### src/rtl/im_loader_if.sv
// Byte-stream input and instruction-memory write port of the program loader.
interface im_loader_if #(
   parameter int unsigned ADDR_W = 16
);
   logic [7:0]        in_data;
   logic              in_valid;
   logic              in_ready;
   logic              mem_we;
   logic [ADDR_W-1:0] mem_addr;
   logic [15:0]       mem_wdata;

   // Host / stream source side: drives bytes, observes the memory port.
   modport master (
      output in_data,
      output in_valid,
      input  in_ready,
      input  mem_we,
      input  mem_addr,
      input  mem_wdata
   );

   // Loader side: consumes bytes, drives the memory write port.
   modport slave (
      input  in_data,
      input  in_valid,
      output in_ready,
      output mem_we,
      output mem_addr,
      output mem_wdata
   );
endinterface

### src/rtl/im_loader.sv
// Program loader: frames a little-endian byte stream (START, COUNT, words, SUM)
// into single-word instruction-memory writes and holds the cores until a
// complete, checksum-correct program is resident.
module im_loader #(
   parameter int unsigned MEM_DEPTH = 1025,
   parameter int unsigned ADDR_W    = 16
) (
   input  logic        clk,
   input  logic        rst_n,
   input  logic        restart,
   im_loader_if.slave  bus,
   output logic        core_hold,
   output logic        done,
   output logic        err
);

   localparam int unsigned WORD_W = 16;
   localparam int unsigned BYTE_W = 8;
   localparam int unsigned END_W  = WORD_W + 1;

   typedef enum logic [3:0] {
      HDR_AL,
      HDR_AH,
      HDR_CL,
      HDR_CH,
      DAT_L,
      DAT_H,
      SUM_L,
      SUM_H,
      DONE,
      ERR
   } state_t;

   state_t              state_q;
   state_t              state_d;

   logic [BYTE_W-1:0]   lo_q;
   logic [WORD_W-1:0]   start_q;
   logic [WORD_W-1:0]   count_q;
   logic [WORD_W-1:0]   idx_q;
   logic [WORD_W-1:0]   sum_q;

   logic                mem_we_q;
   logic [ADDR_W-1:0]   mem_addr_q;
   logic [WORD_W-1:0]   mem_wdata_q;
   logic                in_ready_q;
   logic                core_hold_q;
   logic                done_q;
   logic                err_q;

   logic                accept_c;
   logic [WORD_W-1:0]   word_c;
   logic [END_W-1:0]    end_c;
   logic                last_word_c;
   logic                in_ready_d;
   logic                core_hold_d;
   logic                done_d;
   logic                err_d;

   assign bus.in_ready  = in_ready_q;
   assign bus.mem_we    = mem_we_q;
   assign bus.mem_addr  = mem_addr_q;
   assign bus.mem_wdata = mem_wdata_q;
   assign core_hold     = core_hold_q;
   assign done          = done_q;
   assign err           = err_q;

   // Byte acceptance, current 16-bit field and derived range / last-word terms.
   always_comb begin
      accept_c    = bus.in_valid && in_ready_q;
      word_c      = {bus.in_data, lo_q};
      end_c       = END_W'({1'b0, start_q}) + END_W'({1'b0, word_c});
      last_word_c = (idx_q + WORD_W'(1)) == count_q;
   end

   // State register.
   always_ff @(posedge clk or negedge rst_n) begin
      if (!rst_n) begin
         state_q <= HDR_AL;
      end else begin
         state_q <= state_d;
      end
   end

   // Next-state decode plus next values of the registered status outputs.
   always_comb begin
      state_d     = state_q;
      in_ready_d  = 1'b1;
      core_hold_d = 1'b1;
      done_d      = 1'b0;
      err_d       = 1'b0;

      case (state_q)
         HDR_AL: if (accept_c) state_d = HDR_AH;
         HDR_AH: if (accept_c) state_d = HDR_CL;
         HDR_CL: if (accept_c) state_d = HDR_CH;
         HDR_CH: begin
            if (accept_c) begin
               if (end_c > END_W'(MEM_DEPTH)) begin
                  state_d = ERR;
               end else if (word_c == WORD_W'(0)) begin
                  state_d = SUM_L;
               end else begin
                  state_d = DAT_L;
               end
            end
         end
         DAT_L: if (accept_c) state_d = DAT_H;
         DAT_H: begin
            if (accept_c) begin
               state_d = last_word_c ? SUM_L : DAT_L;
            end
         end
         SUM_L: if (accept_c) state_d = SUM_H;
         SUM_H: begin
            if (accept_c) begin
               state_d = (word_c == sum_q) ? DONE : ERR;
            end
         end
         DONE:    if (restart) state_d = HDR_AL;
         ERR:     if (restart) state_d = HDR_AL;
         default: state_d = HDR_AL;
      endcase

      // Status outputs follow the state being entered, so they are valid
      // the cycle after the deciding byte or restart.
      case (state_d)
         DONE: begin
            in_ready_d  = 1'b0;
            core_hold_d = 1'b0;
            done_d      = 1'b1;
         end
         ERR: begin
            in_ready_d  = 1'b0;
            err_d       = 1'b1;
         end
         default: ;
      endcase
   end

   // Field assembly, running checksum and the one-cycle memory write strobe.
   always_ff @(posedge clk or negedge rst_n) begin
      if (!rst_n) begin
         lo_q        <= '0;
         start_q     <= '0;
         count_q     <= '0;
         idx_q       <= '0;
         sum_q       <= '0;
         mem_we_q    <= 1'b0;
         mem_addr_q  <= '0;
         mem_wdata_q <= '0;
         in_ready_q  <= 1'b1;
         core_hold_q <= 1'b1;
         done_q      <= 1'b0;
         err_q       <= 1'b0;
      end else begin
         mem_we_q    <= 1'b0;
         in_ready_q  <= in_ready_d;
         core_hold_q <= core_hold_d;
         done_q      <= done_d;
         err_q       <= err_d;

         if (accept_c) begin
            case (state_q)
               HDR_AL, HDR_CL, DAT_L, SUM_L: lo_q <= bus.in_data;
               HDR_AH: start_q <= word_c;
               HDR_CH: begin
                  count_q <= word_c;
                  idx_q   <= '0;
               end
               DAT_H: begin
                  mem_we_q    <= 1'b1;
                  mem_addr_q  <= ADDR_W'(start_q + idx_q);
                  mem_wdata_q <= word_c;
                  sum_q       <= sum_q + word_c;
                  idx_q       <= idx_q + WORD_W'(1);
               end
               default: ;
            endcase
         end

         // Returning to HDR_AL starts a fresh checksum and word index.
         if ((state_q == DONE || state_q == ERR) && restart) begin
            sum_q <= '0;
            idx_q <= '0;
         end
      end
   end

endmodule

### src/flat_wrapper.sv
// flat-port wrapper written by rule: the top's interface ports become plain ports
module im_loader_flat 
#(
   parameter int unsigned MEM_DEPTH = 1025,
   parameter int unsigned ADDR_W    = 16
)
  (clk, rst_n, restart, core_hold, done, err, bus_in_data, bus_in_valid, bus_in_ready, bus_mem_we, bus_mem_addr, bus_mem_wdata);
  im_loader_if #(.ADDR_W(ADDR_W)) bus_i ();
  input  logic clk;
  input  logic rst_n;
  input  logic restart;
  output logic core_hold;
  output logic done;
  output logic err;
  input wire logic [$bits(bus_i.in_data)-1:0] bus_in_data;
  input wire logic [$bits(bus_i.in_valid)-1:0] bus_in_valid;
  output wire logic [$bits(bus_i.in_ready)-1:0] bus_in_ready;
  output wire logic [$bits(bus_i.mem_we)-1:0] bus_mem_we;
  output wire logic [$bits(bus_i.mem_addr)-1:0] bus_mem_addr;
  output wire logic [$bits(bus_i.mem_wdata)-1:0] bus_mem_wdata;
  assign bus_i.in_data = bus_in_data;
  assign bus_i.in_valid = bus_in_valid;
  assign bus_in_ready = bus_i.in_ready;
  assign bus_mem_we = bus_i.mem_we;
  assign bus_mem_addr = bus_i.mem_addr;
  assign bus_mem_wdata = bus_i.mem_wdata;
  im_loader #(.MEM_DEPTH(MEM_DEPTH), .ADDR_W(ADDR_W)) u_core (.clk(clk), .rst_n(rst_n), .restart(restart), .bus(bus_i), .core_hold(core_hold), .done(done), .err(err));
endmodule
### config.mk
export PLATFORM = sky130hd
export DESIGN_NAME = im_loader_flat
export DESIGN_NICKNAME = d
export VERILOG_FILES = /design/src/rtl/im_loader_if.sv /design/src/rtl/im_loader.sv /design/src/flat_wrapper.sv
export SDC_FILE = /design/constraint.sdc
export NUM_CORES = 1
export LEC_CHECK = 0
export ABC_AREA = 1
export ABC_CLOCK_PERIOD_IN_PS = 3390
export CAP_MARGIN = 20
export CORE_UTILIZATION = 47
export DETAILED_ROUTE_END_ITERATION = 16
export HOLD_SLACK_MARGIN = 0.12
export PLACE_DENSITY = 0.69
export SYNTH_ARGS = -nofsm -noshare
export SYNTH_HDL_FRONTEND = slang
export SYNTH_SLANG_ARGS = --single-unit
### constraint.sdc
create_clock -name clk -period 3.39 [get_ports clk]
set_input_delay 0.339 -clock clk [delete_from_list [all_inputs] [get_ports clk]]
set_output_delay 0.339 -clock clk [all_outputs]
set_load 0.005 [all_outputs]
==> Word level (Yosys, flattened, before mapping) <==
Index checks and enable logic that the tools add are counted.
{ "totals": {"regBits": 113, "inputBits": 12, "output_inout_bits": 37, "elab_cells": 74} }
{ "classes": {"add_sub_neg": 4, "mux": 26, "n_reduce_logical": 17, "n_lt_le_gt_ge": 1, "n_eq_ne": 13} }
{ "op_table": {"columns": ["cell", "count"], "rows": [
  ["two-way mux 16 bit", 5],
  ["two-way mux 4 bit", 10],
  ["case mux 4 bit (9 select lines)", 1],
  ["adder 16 bit", 2],
  ["equality test 16 bit", 2],
  ["case mux 16 bit (2 select lines)", 1],
  ["adder 16 x 16 -> 17 bit", 1],
  ["greater-than comparator 17 x 11 -> 1 bit (second input constant)", 1],
  ["adder 16 x 1 -> 16 bit (second input constant)", 1],
  ["equality test 4 x 3 -> 1 bit (second input constant)", 4],
  ["equality test 4 bit (second input constant)", 4],
  ["zero test 16 bit", 1],
  ["AND reduction 2 bit", 6],
  ["equality test 4 x 2 -> 1 bit (second input constant)", 2],
  ["two-way mux 1 bit", 7],
  ["equality test 4 x 1 -> 1 bit (second input constant)", 1],
  ["zero test 4 bit", 1],
  ["two-way mux 2 bit", 2],
  ["nonzero test 2 bit", 2],
  ["OR reduction 2 bit", 2],
  ["OR reduction 4 bit", 1],
  ["nonzero test 3 bit", 1],
  ["logical AND 1 bit", 2],
  ["logical OR 1 bit", 1]
]} }

==> Longest topological paths before layout <==
{ "depth": {"ltp_word": 8, "ltp_mapped": 16, "ltp_nobuf": 16} }

==> Worst setup path after synthesis <==
Ideal clock, no wire load.
{ "synth_timing": {"path_type": "flip-flop to flip-flop", "start": "register u_core.lo_q[0]", "end": "register u_core.err_q (netlist: u_core.err)", "period_less_slack_ps": 2168, "n_path_buf": 0, "path_stages_with_launch": 17, "t_arrival_ps": 2055, "setup_ps": 113, "path_slack_ps": 1222, "required_ps": 3277, "cell_sequence": "dfrtp_1 > ha_1 > fa_1 > nand3_1 > nand2_1 > nand2_2 > nand2_2 > nand2_1 > nand2_1 > nand2_1 > nand2_1 > nor3_2 > nand3_2 > nand2_1 > nand2_2 > nand2_1 > inv_1"} }
{ "synth_via": {"elab_chain_cells": 7, "word_cells_on_any_way": 12, "classes_between": "add/sub: 1; order compare: 1; eq/ne: 2; mux: 7; reduce/logical: 1"} }
{ "synth_lines": {"columns": ["item", "line_no", "text"], "rows": [
  ["from (decl)", "im_loader.sv:37", "logic [BYTE_W-1:0] lo_q;"],
  ["from (signal assigned)", "im_loader.sv:165", "HDR_AL, HDR_CL, DAT_L, SUM_L: lo_q <= bus.in_data;"],
  ["adder 16 x 16 -> 17 bit", "im_loader.sv:72", "end_c = END_W'({1'b0, start_q}) + END_W'({1'b0, word_c});"],
  ["greater-than comparator 17 x 11 -> 1 bit", "im_loader.sv:99", "if (end_c > END_W'(MEM_DEPTH)) begin"],
  ["two-way mux 4 bit", "im_loader.sv:99", null],
  ["two-way mux 4 bit", "im_loader.sv:98", "if (accept_c) begin"],
  ["case mux 4 bit (9 select lines)", "im_loader.sv:93", "case (state_q)"],
  ["named net u_core.state_d[3]", "im_loader.sv:35", "state_t state_d;"],
  ["equality test 4 bit", "im_loader.sv:127", "case (state_d)"],
  ["two-way mux 1 bit", "im_loader.sv:127", null],
  ["named net u_core.err_d", "im_loader.sv:58", "logic err_d;"],
  ["to (signal assigned)", "im_loader.sv:161", "err_q <= err_d;"],
  ["to (decl)", "im_loader.sv:49", "logic err_q;"]
]} }
The timed path passes the listed nets, and every way through them passes these cells.
A chain may end at the register's enable or synchronous reset.

==> Worst setup path after layout <==
{ "layout_timing": {"start": "register u_core.start_q[0]", "end": "register u_core.err_q (netlist: u_core.err)"} }
{ "layout_via": {"elab_chain_cells": 7} }
{ "layout_lines": {"columns": ["item", "line_no", "text"], "rows": [
  ["from (decl)", "im_loader.sv:38", "logic [WORD_W-1:0] start_q;"],
  ["from (signal assigned)", "im_loader.sv:166", "HDR_AH: start_q <= word_c;"],
  ["adder 16 x 16 -> 17 bit", "im_loader.sv:72", null],
  ["greater-than comparator 17 x 11 -> 1 bit", "im_loader.sv:99", null],
  ["two-way mux 4 bit", "im_loader.sv:99", null],
  ["two-way mux 4 bit", "im_loader.sv:98", null],
  ["case mux 4 bit (9 select lines)", "im_loader.sv:93", null],
  ["named net u_core.state_d[3]", "im_loader.sv:35", null],
  ["equality test 4 bit", "im_loader.sv:127", null],
  ["two-way mux 1 bit", "im_loader.sv:127", null],
  ["named net u_core.err_d", "im_loader.sv:58", null]
]} }
The timed path passes the listed nets, and every way through them passes these cells.

==> results.md <==
Timing:
- The worst path needs 2.51 ns of the cycle, external delays included.
- Setup repair after global routing left no endpoint under its margin.
- For the final database, setup skew stands at 0.00791 ns.
- The number of endpoints with negative hold slack in the final report is 0.
- In this run the tightest slew margin relative to its limit is 0.588.
- The worst-margin pin slew is 0.612 ns.
- The count of final max-slew check failures is 0.
- Setup violations remaining at the end of the flow were counted as 0.
- Based on the critical path, the design can be clocked at up to 399 MHz.
- Of the available clock period, the critical path in the final layout requires 0.740.
- For the final routed database, the setup TNS stands at 0 ns.

Pwr:
- The largest vdd supply drop is 462 uV.
- Of the total power, registers draw 0.313.
- Of the total power, the share spent switching nets is 0.425.
- Summed over all nets, the switching power comes to 3270 uW.
- Internal power comes to 4430 uW.
- The share of total power dissipated in the clock network is 0.220.
- The power density normalized to cell area is 893 nW/um^2.
- The leakage power of the design is 0.00445 uW.
- Of the total power, combinational logic draws 0.466.
- The design draws 7700 uW.

CTS:
- In this run the deepest clock path goes through 2 buffers.
- At the later pin of the worst-skew pair, clock insertion delay measures 0.42 ns.
- Clock tree synthesis found a total of 113 sinks.
- The cts-stage hold buffer count is 1.
- The clock-pin transition on the worst setup and hold timing paths is 0.06 ns.
- The cell at the root of the clock tree is sky130_fd_sc_hd__clkbuf_16.
- The count of buffers added by post-CTS timing repair for setup is 0.
- The clock tree from TritonCTS is done.
- The H-tree depth is 4.
- Post-CTS repair changed the size of 0 cells.
- The total clock buffers created by CTS is 17.

GRT:
- The combined global-route utilization of all metal layers is 0.257.
- The initial antenna violation count is 0.
- The pin count of the biggest net entering global routing is 42.
- The wire length of the first global-routing pass is 31.7 mm.
- The number of global-route vias before repair is 6,397.
- For this run the aggregate overflow at the end of global routing stands at 0.

Yosys:
- By area the synthesized netlist is led by sky130_fd_sc_hd__dfrtp_1 (38%), sky130_fd_sc_hd__nand2_1 (17%), sky130_fd_sc_hd__ha_1 (8.0%).
- The predominant post-synthesis flop cell is sky130_fd_sc_hd__dfrtp_1.
- The post-synthesis net count is 1,088.
- The post-synthesis area per instance is 7.14 sq um.
- The most frequently used cell type in the post-synthesis netlist is sky130_fd_sc_hd__nand2_1.
- The synthesized netlist occupies a cell area of 7320 sq um.
- In this run, distinct cell masters in the synthesized netlist total 44.
- Of all flip-flops after synthesis, the portion carrying an async set or reset was 1.00.
- The total of flip-flops plus latches after synthesis is 113.
- For this run, the number of Yosys warnings is 0.
- The number of instances in the synthesized netlist is 1,026.
- In this run, synthesis inferred 0 flip-flops with an integrated enable.
- Of the post-synthesis cell area, the dominant cell type holds 0.379.
- After synthesis, the most frequently instantiated cells are sky130_fd_sc_hd__nand2_1 (330), sky130_fd_sc_hd__inv_1 (140), sky130_fd_sc_hd__dfrtp_1 (111).
- For this run, the register share of the synthesized area comes to 0.387.
- The largest area contributor in the netlist is sky130_fd_sc_hd__dfrtp_1.

Critical path:
- The critical path starts at u_core.start_q[0]$_DFFE_PN0P_.
- The destination of the critical timing path is u_core.err$_DFF_PN0_.
- The endpoint identified for the worst register-to-register timing path is u_core.err$_DFF_PN0_.
- The cell with the largest stage delay on the worst path is sky130_fd_sc_hd__dfrtp_1.
- The delay of the slowest cell on the worst path is 0.42 ns.
- The length in cells of the worst reg-to-reg path is 16.
- Together, buffers and inverters on the worst path number 1.
- The largest fanout on the critical path is 4.
- The start-to-end type of the worst setup path is register to register.
- For the worst setup path, the data arrival time is 2.82 ns.
- The worst reg-to-reg setup slack is 0.88 ns.
- The worst setup path is launched from a register.
- The critical path crosses 16 cells after its start point.
- The startpoint identified for the worst register-to-register timing path is u_core.start_q[0]$_DFFE_PN0P_.
- The worst endpoint required time is 3.70 ns.
- The endpoint kind of the worst setup timing path is a register.
- The cell family with the largest share of critical-path delay is simple AND/OR/NAND/NOR gates.
- The critical path goes through ha_1 -> fa_1 -> nand2_1 -> nand2_1 -> nand3_1 -> nand2_1 -> nand2_1 -> nand2_1 -> nand2_1 -> nand3_1 -> nor2_2 -> nand3_2 -> nand2_1 -> nand2_2 -> nand2_1 -> inv_1.
- The most numerous cell type found on the critical path is sky130_fd_sc_hd__nand2_1.

Placed design:
- The weighted congestion at the end of routability-driven global placement is 0.935.
- After legalization and detailed placement, the total HPWL measured 14.6 mm.
- The placed cell area is 8050 sq um.
- During placement, the flow inserted port buffers numbering 48.

Route:
- The total length of routed met3 wires is 822 um.
- In this run the top signal layer used is met4.
- Dividing the detail-routed wire length by the instance count gives 15.1 um.
- The via density per instance is 5.16.
- The first TritonRoute pass finished after 8 iterations.
- The detailed-routed wire length on met2 is 8.87 mm.
- The final layout contains routed wiring with a total length of 19.4 mm.
- After the first detailed-routing iteration, the DRC count stood at 560.
- Once detail routing completed, the nets flagged for antenna violations numbered 0.
- The via count is 6,657.
- The post-detailed-route DRC marker count is 0.
- For this block, wires on met1 add up to 9.16 mm.

Flow run:
- Max-cap violations in this run came to 0.

Die:
- The floorplan core area is 15,200 sq um.
- The vertical extent of the die is 127 um.
- The starting utilization of the core area is 0.482.
- The die is 127 um wide.
- The floorplan has 45 rows.
- The die covers 16,100 sq um.
- The number of top-level pins is 49.

Cells and area:
- After filler insertion, the fill cell instance count of the layout stands at 1,416.
- The signed area change from the synthesized netlist to the final layout is 17.8%.
- The final standard cell utilization of the core is 0.567.
- At the end of the flow, the number of nets in the layout was 1,150.
- The antenna diode count is 0.
- The proportion of layout cells with a drive suffix above 1 is 0.0636.
- The finished cells cover 8620 sq um.

Run status:
- The flow ran to the end, and the final reports show no timing, DRC or antenna violations.

Hold path:
- In this run the worst hold path is classified as primary input to async pin.
## how the worst min path moves through the flow
stage / end / cells after the start
finish: u_core.bus.mem_addr[8]$_DFFE_PN0P_ / 2
global placement: u_core.bus.mem_addr[8]$_DFFE_PN0P_ / 1
floorplan: u_core.bus.mem_addr[0]$_DFFE_PN0P_ / 0
CTS: u_core.bus.mem_addr[8]$_DFFE_PN0P_ / 2
global route: u_core.bus.mem_addr[8]$_DFFE_PN0P_ / 2
detailed placement: u_core.bus.mem_addr[8]$_DFFE_PN0P_ / 1
## placed cells by master (no fill, tap or decap), types with 4 or more instances in the layout
master,Yosys,routed
sky130_fd_sc_hd__a21oi_1,43,43
sky130_fd_sc_hd__buf_4,0,12
sky130_fd_sc_hd__clkbuf_16,0,17
sky130_fd_sc_hd__clkdlybuf4s50_1,0,47
sky130_fd_sc_hd__clkinv_2,0,4
sky130_fd_sc_hd__dfrtp_1,111,111
sky130_fd_sc_hd__ha_1,47,47
sky130_fd_sc_hd__inv_1,140,140
sky130_fd_sc_hd__inv_2,4,4
sky130_fd_sc_hd__nand2_1,330,329
sky130_fd_sc_hd__nand2_2,6,7
sky130_fd_sc_hd__nand3_1,79,79
sky130_fd_sc_hd__nand3b_1,6,6
sky130_fd_sc_hd__nand4_1,13,13
sky130_fd_sc_hd__nor2_1,59,59
sky130_fd_sc_hd__nor2_2,6,6
sky130_fd_sc_hd__nor3_1,6,6
sky130_fd_sc_hd__o21ai_0,87,87
sky130_fd_sc_hd__o22ai_1,14,14
sky130_fd_sc_hd__or2_2,5,5
sky130_fd_sc_hd__xor2_1,5,5
## power groups by stage
stage | Clock [uW] | Sequential, uW | Combinational [uW]
floorplan | 0 | 2270 | 2500
global placement | 0 | 2430 | 3530
detailed placement | 0 | 2420 | 3550
CTS | 1710 | 2410 | 3580
global route | 1770 | 2480 | 4120
finish | 1700 | 2410 | 3590
## layout make-up
class	instances	area, sq um	share of cell area
Clock inverter	9	82.6	0.00958
Timing Repair Buffer	60	571	0.0662
Clock buffer	23	478	0.0554
Sequential cell	113	2830	0.328
Multi-Input combinational cell	750	3880	0.450
Inverter	146	548	0.0636
Tap cell	188	235	0.0273
## metrics by stage
stage	setup WS, ns	instances	hold slack [ns]
final	0.881	1289	0.458
after global routing	0.687	1289	0.499
after CTS	0.900	1289	0.471
after detailed placement	0.760	1256	0.363
after global placement	0.778	1256	0.366
after floorplan	1.22	1026	0.0434
## cell families after synthesis
logic type | Yosys count | synth area share
simple gates | 520 | 0.299
compound gates | 171 | 0.129
buf+inv | 163 | 0.0843
flops | 113 | 0.387
fa+ha+maj | 50 | 0.0885
xor+xnor | 9 | 0.0126
## sequential cells by signal (all words and copies together) (netlist names)
| name | count |
|---|---|
| u_core.bus.in_ready | 1 |
| u_core.count_q | 16 |
| u_core.idx_q | 16 |
| u_core.start_q | 16 |
| u_core.lo_q | 8 |
| u_core.state_q | 4 |
| u_core.done | 1 |
| u_core.sum_q | 16 |
| u_core.bus.mem_wdata | 16 |
| u_core.core_hold | 1 |
| u_core.bus.mem_we | 1 |
| u_core.err | 1 |
| u_core.bus.mem_addr | 16 |
## routing by layer
layer	GRT usage	up-vias
li1	-	3469
met4	0.0917	0
met5	0	-
met1	0.338	3005
met3	0.0498	36
met2	0.422	147
## worst reg2reg max path: stages, from the launching register on
cell                      delay, ns
sky130_fd_sc_hd__dfrtp_1       0.42
sky130_fd_sc_hd__ha_1          0.25
sky130_fd_sc_hd__fa_1          0.42
sky130_fd_sc_hd__nand2_1       0.11
sky130_fd_sc_hd__nand2_1       0.07
sky130_fd_sc_hd__nand3_1       0.14
sky130_fd_sc_hd__nand2_1       0.09
sky130_fd_sc_hd__nand2_1       0.11
sky130_fd_sc_hd__nand2_1       0.06
sky130_fd_sc_hd__nand2_1       0.07
sky130_fd_sc_hd__nand3_1       0.10
sky130_fd_sc_hd__nor2_2        0.15
sky130_fd_sc_hd__nand3_2       0.12
sky130_fd_sc_hd__nand2_1       0.11
sky130_fd_sc_hd__nand2_2       0.08
sky130_fd_sc_hd__nand2_1       0.07
sky130_fd_sc_hd__inv_1         0.03
No activity file was read; power rests on OpenSTA's default activity.
